===== src/rtl/mem_stage_dmem.sv =====
// rtl/mem_stage_dmem.sv - multi-cycle LDUR/STUR data-memory responder for the MEM stage
module mem_stage_dmem #(
   parameter int DEPTH   = 32,
   parameter int LATENCY = 2
) (
   input  logic        clk,
   input  logic        reset,
   input  logic        memRead_M,
   input  logic        memWrite_M,
   input  logic [63:0] address_M,
   input  logic [63:0] writeData_M,
   output logic [63:0] readData_M,
   output logic        stall_M,
   output logic        misaligned_M
);

   localparam int IDX_W = $clog2(DEPTH);
   localparam int CNT_W = (LATENCY > 1) ? $clog2(LATENCY) : 1;

   typedef enum logic [1:0] {
      IDLE = 2'd0,
      BUSY = 2'd1,
      DONE = 2'd2
   } state_t;

   state_t             state;
   logic               req;
   logic               op_write_q;
   logic               misalign_q;
   logic [IDX_W-1:0]   idx_q;
   logic [63:0]        data_q;
   logic [CNT_W-1:0]   cnt_q;
   logic [63:0]        mem [DEPTH];

   assign req = memRead_M | memWrite_M;

   // DONE never stalls, which is what lets the pipeline advance past the completed access
   assign stall_M = ~reset & ((req & (state != DONE)) | (state == BUSY));

   always_ff @(posedge clk or posedge reset) begin
      if (reset) begin
         state        <= IDLE;
         readData_M   <= '0;
         misaligned_M <= 1'b0;
         op_write_q   <= 1'b0;
         misalign_q   <= 1'b0;
         idx_q        <= '0;
         data_q       <= '0;
         cnt_q        <= '0;
         for (int i = 0; i < DEPTH; i++) begin
            mem[i] <= '0;
         end
      end else begin
         case (state)
            IDLE: begin
               if (req) begin
                  op_write_q <= memWrite_M;
                  misalign_q <= |address_M[2:0];
                  idx_q      <= address_M[IDX_W+2:3];
                  data_q     <= writeData_M;
                  cnt_q      <= CNT_W'(LATENCY - 1);
                  state      <= BUSY;
               end
            end
            BUSY: begin
               if (cnt_q != '0) begin
                  cnt_q <= cnt_q - 1'b1;
               end else begin
                  if (misalign_q) begin
                     readData_M   <= '0;
                     misaligned_M <= 1'b1;
                  end else if (op_write_q) begin
                     mem[idx_q] <= data_q;
                  end else begin
                     readData_M <= mem[idx_q];
                  end
                  state <= DONE;
               end
            end
            DONE: begin
               misaligned_M <= 1'b0;
               state        <= IDLE;
            end
            default: state <= IDLE;
         endcase
      end
   end

endmodule


===== config.mk =====
export PLATFORM = sky130hd
export DESIGN_NAME = mem_stage_dmem
export DESIGN_NICKNAME = d
export VERILOG_FILES = /design/src/rtl/mem_stage_dmem.sv
export SDC_FILE = /design/constraint.sdc
export NUM_CORES = 2
export LEC_CHECK = 0
export CELL_PAD_IN_SITES_DETAIL_PLACEMENT = 1
export CELL_PAD_IN_SITES_GLOBAL_PLACEMENT = 2
export CORE_ASPECT_RATIO = 0.75
export CORE_MARGIN = 10
export CORE_UTILIZATION = 49
export DETAILED_ROUTE_END_ITERATION = 10
export GPL_ROUTABILITY_DRIVEN = 0
export PLACE_DENSITY_LB_ADDON = 0.1
export SYNTH_ARGS = -nofsm -noshare
export SYNTH_HDL_FRONTEND = slang
export SYNTH_SLANG_ARGS = --single-unit

===== constraint.sdc =====
create_clock -name clk -period 118.8 [get_ports clk]
set_input_delay 23.76 -clock clk [delete_from_list [all_inputs] [get_ports clk]]
set_output_delay 23.76 -clock clk [all_outputs]
set_load 0.02 [all_outputs]

======== After elaboration in Yosys (flattened, before gate mapping) ========
Cells that the tools add are included.
operators by class
  equality and inequality tests ........... 7
  mux-type cells .......................... 17
  reduce and logical (&&, ||, !) cells .... 11
  $add $sub $neg .......................... 1
  shift-type cells ........................ 0
  $lt $le $gt $ge ......................... 2
  bitwise logic cells ..................... 8
  $mul .................................... 0
  div/mod/pow operators ................... 0
operators with widths
  cell                count
  $bwmux 2048         1
  $bmux 64 s5         1
  $demux 64 s5        1
  $mux 64             5
  $ne 2x2->1 const B  4
  $ge 6x6->1 const B  1
  $lt 6x1->1 const B  1
  $not 5->6           1
  $reduce_and 2->1    3
  $reduce_and 3->1    2
  $mux 1              4
  $mux 2              2
  $pmux 1 s2          2
  $pmux 2 s2          1
  $reduce_and 4->1    1
  $reduce_bool 2->1   2
  $not 1->1           3
  $reduce_or 3->1     1
  $and 1x1->1         2
  $eq 2x1->1 const B  1
  $eq 2x2->1 const B  1
  $logic_not 2->1     1
  $ne 2x1->1 const B  1
  $or 1x1->1          2
  other kinds (2)     2
word-level totals
  word-level logic and storage cells ...... 86
  memories ................................ 0
  latch bits .............................. 0
  register bits after elaboration ......... 2187
  memory bits (writable) .................. 0
  memory bits (read-only) ................. 0

======== Depth between registers and ports, before layout ========
  depth after elaboration ................. 6
  depth in mapped cells ................... 9
  gate-level depth less buffers ........... 5

======== Worst setup path before layout ========
Ideal clock, no wire load.
  path kind ............................... input to output
  start ................................... in memWrite_M
  end ..................................... out stall_M
  buffers on the path ..................... 0
  path slack .............................. 70.613 ns
  stages on the path ...................... 3
  data arrival time ....................... 24.427 ns
  cell sequence ........................... nor2_1 > maj3_1 > nor2_1
on the way
  cells in the longest elaborated chain, start to end .. 4
RTL lines
  what         RTL line  text
  from (decl)  9         input logic memWrite_M,
  $or 1x1->1   35        assign req = memRead_M | memWrite_M;
  $and 1x1->1  38        assign stall_M = ~reset & ((req & (state != DONE)) | (state == BUSY));
  $or 1x1->1   38
  $and 1x1->1  38
  to (decl)    13        output logic stall_M,
Every way passes these cells.

======== Worst setup path after layout ========
Same ends and word-level chain as after synthesis.

==> results.md <==
- Worst hold path class: flop to flop
- CP Max Fanout: 2
- DRC viols: 0
- Outcome: complete, no violations
- Die Wd: 537 um
- Fillcell total: 18700
- Clock Path Buffers: 4
- Remaining antenna violation count: 0
- Setup bufs post-CTS: 0
- Setup TNS: 0 ps
- Sequential fraction of the synthesis area: 55.8%
- Yosys top cell area share: 55.8%
- CTS clock-pin slew for the worst setup and hold paths: 60 ps
- Hpwl dp: 157000 um
- Top FF cell, synth: dfrtp_1
- Row Count: 142
- Share of layout cells above drive strength 1: 38.8%
- CTS tree: yes
- Gr usage total: 26.0%
- Max-Cap Viols: 0
- Core area: 199000 um2
- Asr flop ratio synth: 100%
- Via/cell ratio: 6.11
- Slew Limit Headroom: 19.0%
- First-pass GRT wire length: 431000 um
- Least-Margin Pin Slew: 1210 ps
- RSZ-0062 raised after global routing: false
- Area grow syn2layout: 10.4%
- Grt ovf: 0
- CP arrival: 25370 ps
- DR WL/cell: 30.3 um
- Initial antenna violation count: 1
- Mapped Area: 98100 um2
- Die footprint: 219000 um2
- Yosys warnings: 0
- Layout Skew: 48.5 ps
- Top post-synthesis cells by area: dfrtp_1 (56%), mux2_2 (23%), mux2i_1 (10%)
- Commonest non-fill, non-tap cell in the layout: dfrtp_1
- Initial Utilization: 49.2%
- Seq cells post-synth: 2187
- Post-cts repair resize count: 0
- Die Ht: 407 um
- Nets: 6832
- Syn nets: 6961
- Final cell area excluding filler cells: 108000 um2
- Clk_lat worst skew: 880 ps
- Leak pwr: 53.6 nW
- Top-Level Pins: 198
- Via count: 58300
- Worst setup path class: primary input to output port
- Final Critical Period: 49130 ps
- Final setup fails: 0
- Pins Over Slew Limit: 0
- CP Launch Type: primary input
- CTS sink cnt: 2187
- Root Driver: clkbuf_16
- ANT cells: 0
- Pre-Repair DR Iteration Count: 5
- Synth unique cells: 41
- Number of hold buffers added after CTS: 0
- Post-synth EDFFs: 0
- Tcrit/Tclk final: 41.4%
- Initial DRC count: 3877
- H-tree depth: 4
- Placed Instance Area: 101000 um2
- Largest net degree at the start of global routing: 170
- Final cell utilization of the core: 54.3%
- Pwr Density: 19.5 nW/um2
- Post-Syn Area per Cell: 14.4 um2
- Drt total wl: 289000 um
- Final Hold Fails: 0
- Yosys top cell by area: dfrtp_1
- Most frequent cells in the layout: dfrtp_1 (2186), mux2_2 (2039), mux2i_1 (1024)
- Max IR drop VDD: 0.0174 mV
- Num CTS Buffers: 224
- Worst EP required: 95040 ps
- Vias in the first global route: 63800
- Hold WS: 490 ps
- Cells after Synth: 6829
- Worst setup EP type: output port
- IO Port Bufs: 141
- Max Freq: 0.0204 GHz
-- through the flow --
step           cells  power (mW)  setup WS (ps)
5_1_grt         9540        2.20          69600
3_5_place_dp    9138        1.40          69650
6_report        9540        2.11          69670
2_1_floorplan   6829        1.24          33250
3_3_place_gp    9138        1.38          69650
4_1_cts         9540        2.13          69650
-- flip-flops by register name (all words and copies together) (netlist names) --
register	count
idx_q	5
op_write_q	1
state	2
data_q	64
readData_M	64
misaligned_M	1
cnt_q	1
mem	2048
misalign_q	1
-- cells by family (layout without fill, tap and decap cells) --
kind of cell,count (synthesis),in the layout,share of synthesized area (%)
and+or+nand+nor,269,269,1.66
buffers and inverters,649,696,3.67
adders and majority gates,1,1,0.0102
AOI/OAI and AO/OA,581,581,3.87
DFF,2187,2187,55.8
muxes,3142,3142,35.0
-- synthesized netlist by cell type, types with 2 or more instances --
cell type and instances:
dfrtp_1 2187, mux2_2 2039, mux2i_1 1024, o22ai_1 512, clkbuf_1 285, buf_2 214
nor4_1 128, buf_6 115, nand2_1 69, a22o_1 64, mux2_4 60, buf_1 22
nor2_2 22, mux2_1 19, buf_4 9, nor2_1 7, nand4bb_1 6, nand4b_1 4
nor3_4 4, or4_1 4, or4b_1 4, inv_1 3, nand3_2 3, a21oi_1 2
and2b_1 2, nand2b_1 2, nand3_1 2, nand3b_1 2, nor3_1 2, or3_1 2
-- path summary, 6_finish.rpt --
| path | from | end | slack [ps] | cells past startpoint |
|---|---|---|---|---|
| max in group asynchronous | reset | mem[1614] | 90740 | 7 |
| max reg2reg | idx_q[1] | readData_M[13] | 113410 | 8 |
| min in group asynchronous | reset | idx_q[0] | 23460 | 2 |
| max | memWrite_M | stall_M | 69670 | 5 |
| min | mem[277] | mem[277] | 490 | 1 |
| min reg2reg | mem[277] | mem[277] | 490 | 1 |
-- final cells by class --
| type | instances | area (um2) | share of cell area (%) |
|---|---|---|---|
| clock buffers | 338 | 6830 | 6.30 |
| clock inverters | 64 | 748 | 0.691 |
| inverters | 3 | 18.8 | 0.0173 |
| multi-input cells | 3993 | 40100 | 37.0 |
| flip-flops and latches | 2187 | 54700 | 50.5 |
| well taps | 2664 | 3330 | 3.08 |
| repair buffers | 291 | 2600 | 2.40 |
-- critical path, stage by stage --
cell	delay, ps
clkdlybuf4s50_1	470
nor2_1	70
maj3_1	350
nor2_1	90
clkdlybuf4s50_1	620
-- power by group --
part           internal, mW  switching, mW  total (mW)
combinational         0.179          0.246       0.425
clock                 0.428          0.298       0.727
sequential            0.819          0.143       0.961
total                  1.43          0.686        2.11
-- routing by layer --
metal / vias to the layer above / track usage [%] / routed length [um]
met4: 0 / 6.52 / 7510
met2: 1033 / 43.6 / 139000
met5: - / 0 / 0
li1: 24800 / - / -
met1: 32000 / 36.2 / 133000
met3: 454 / 2.85 / 9200
Note: power is estimated with default switching activity, not from simulation.
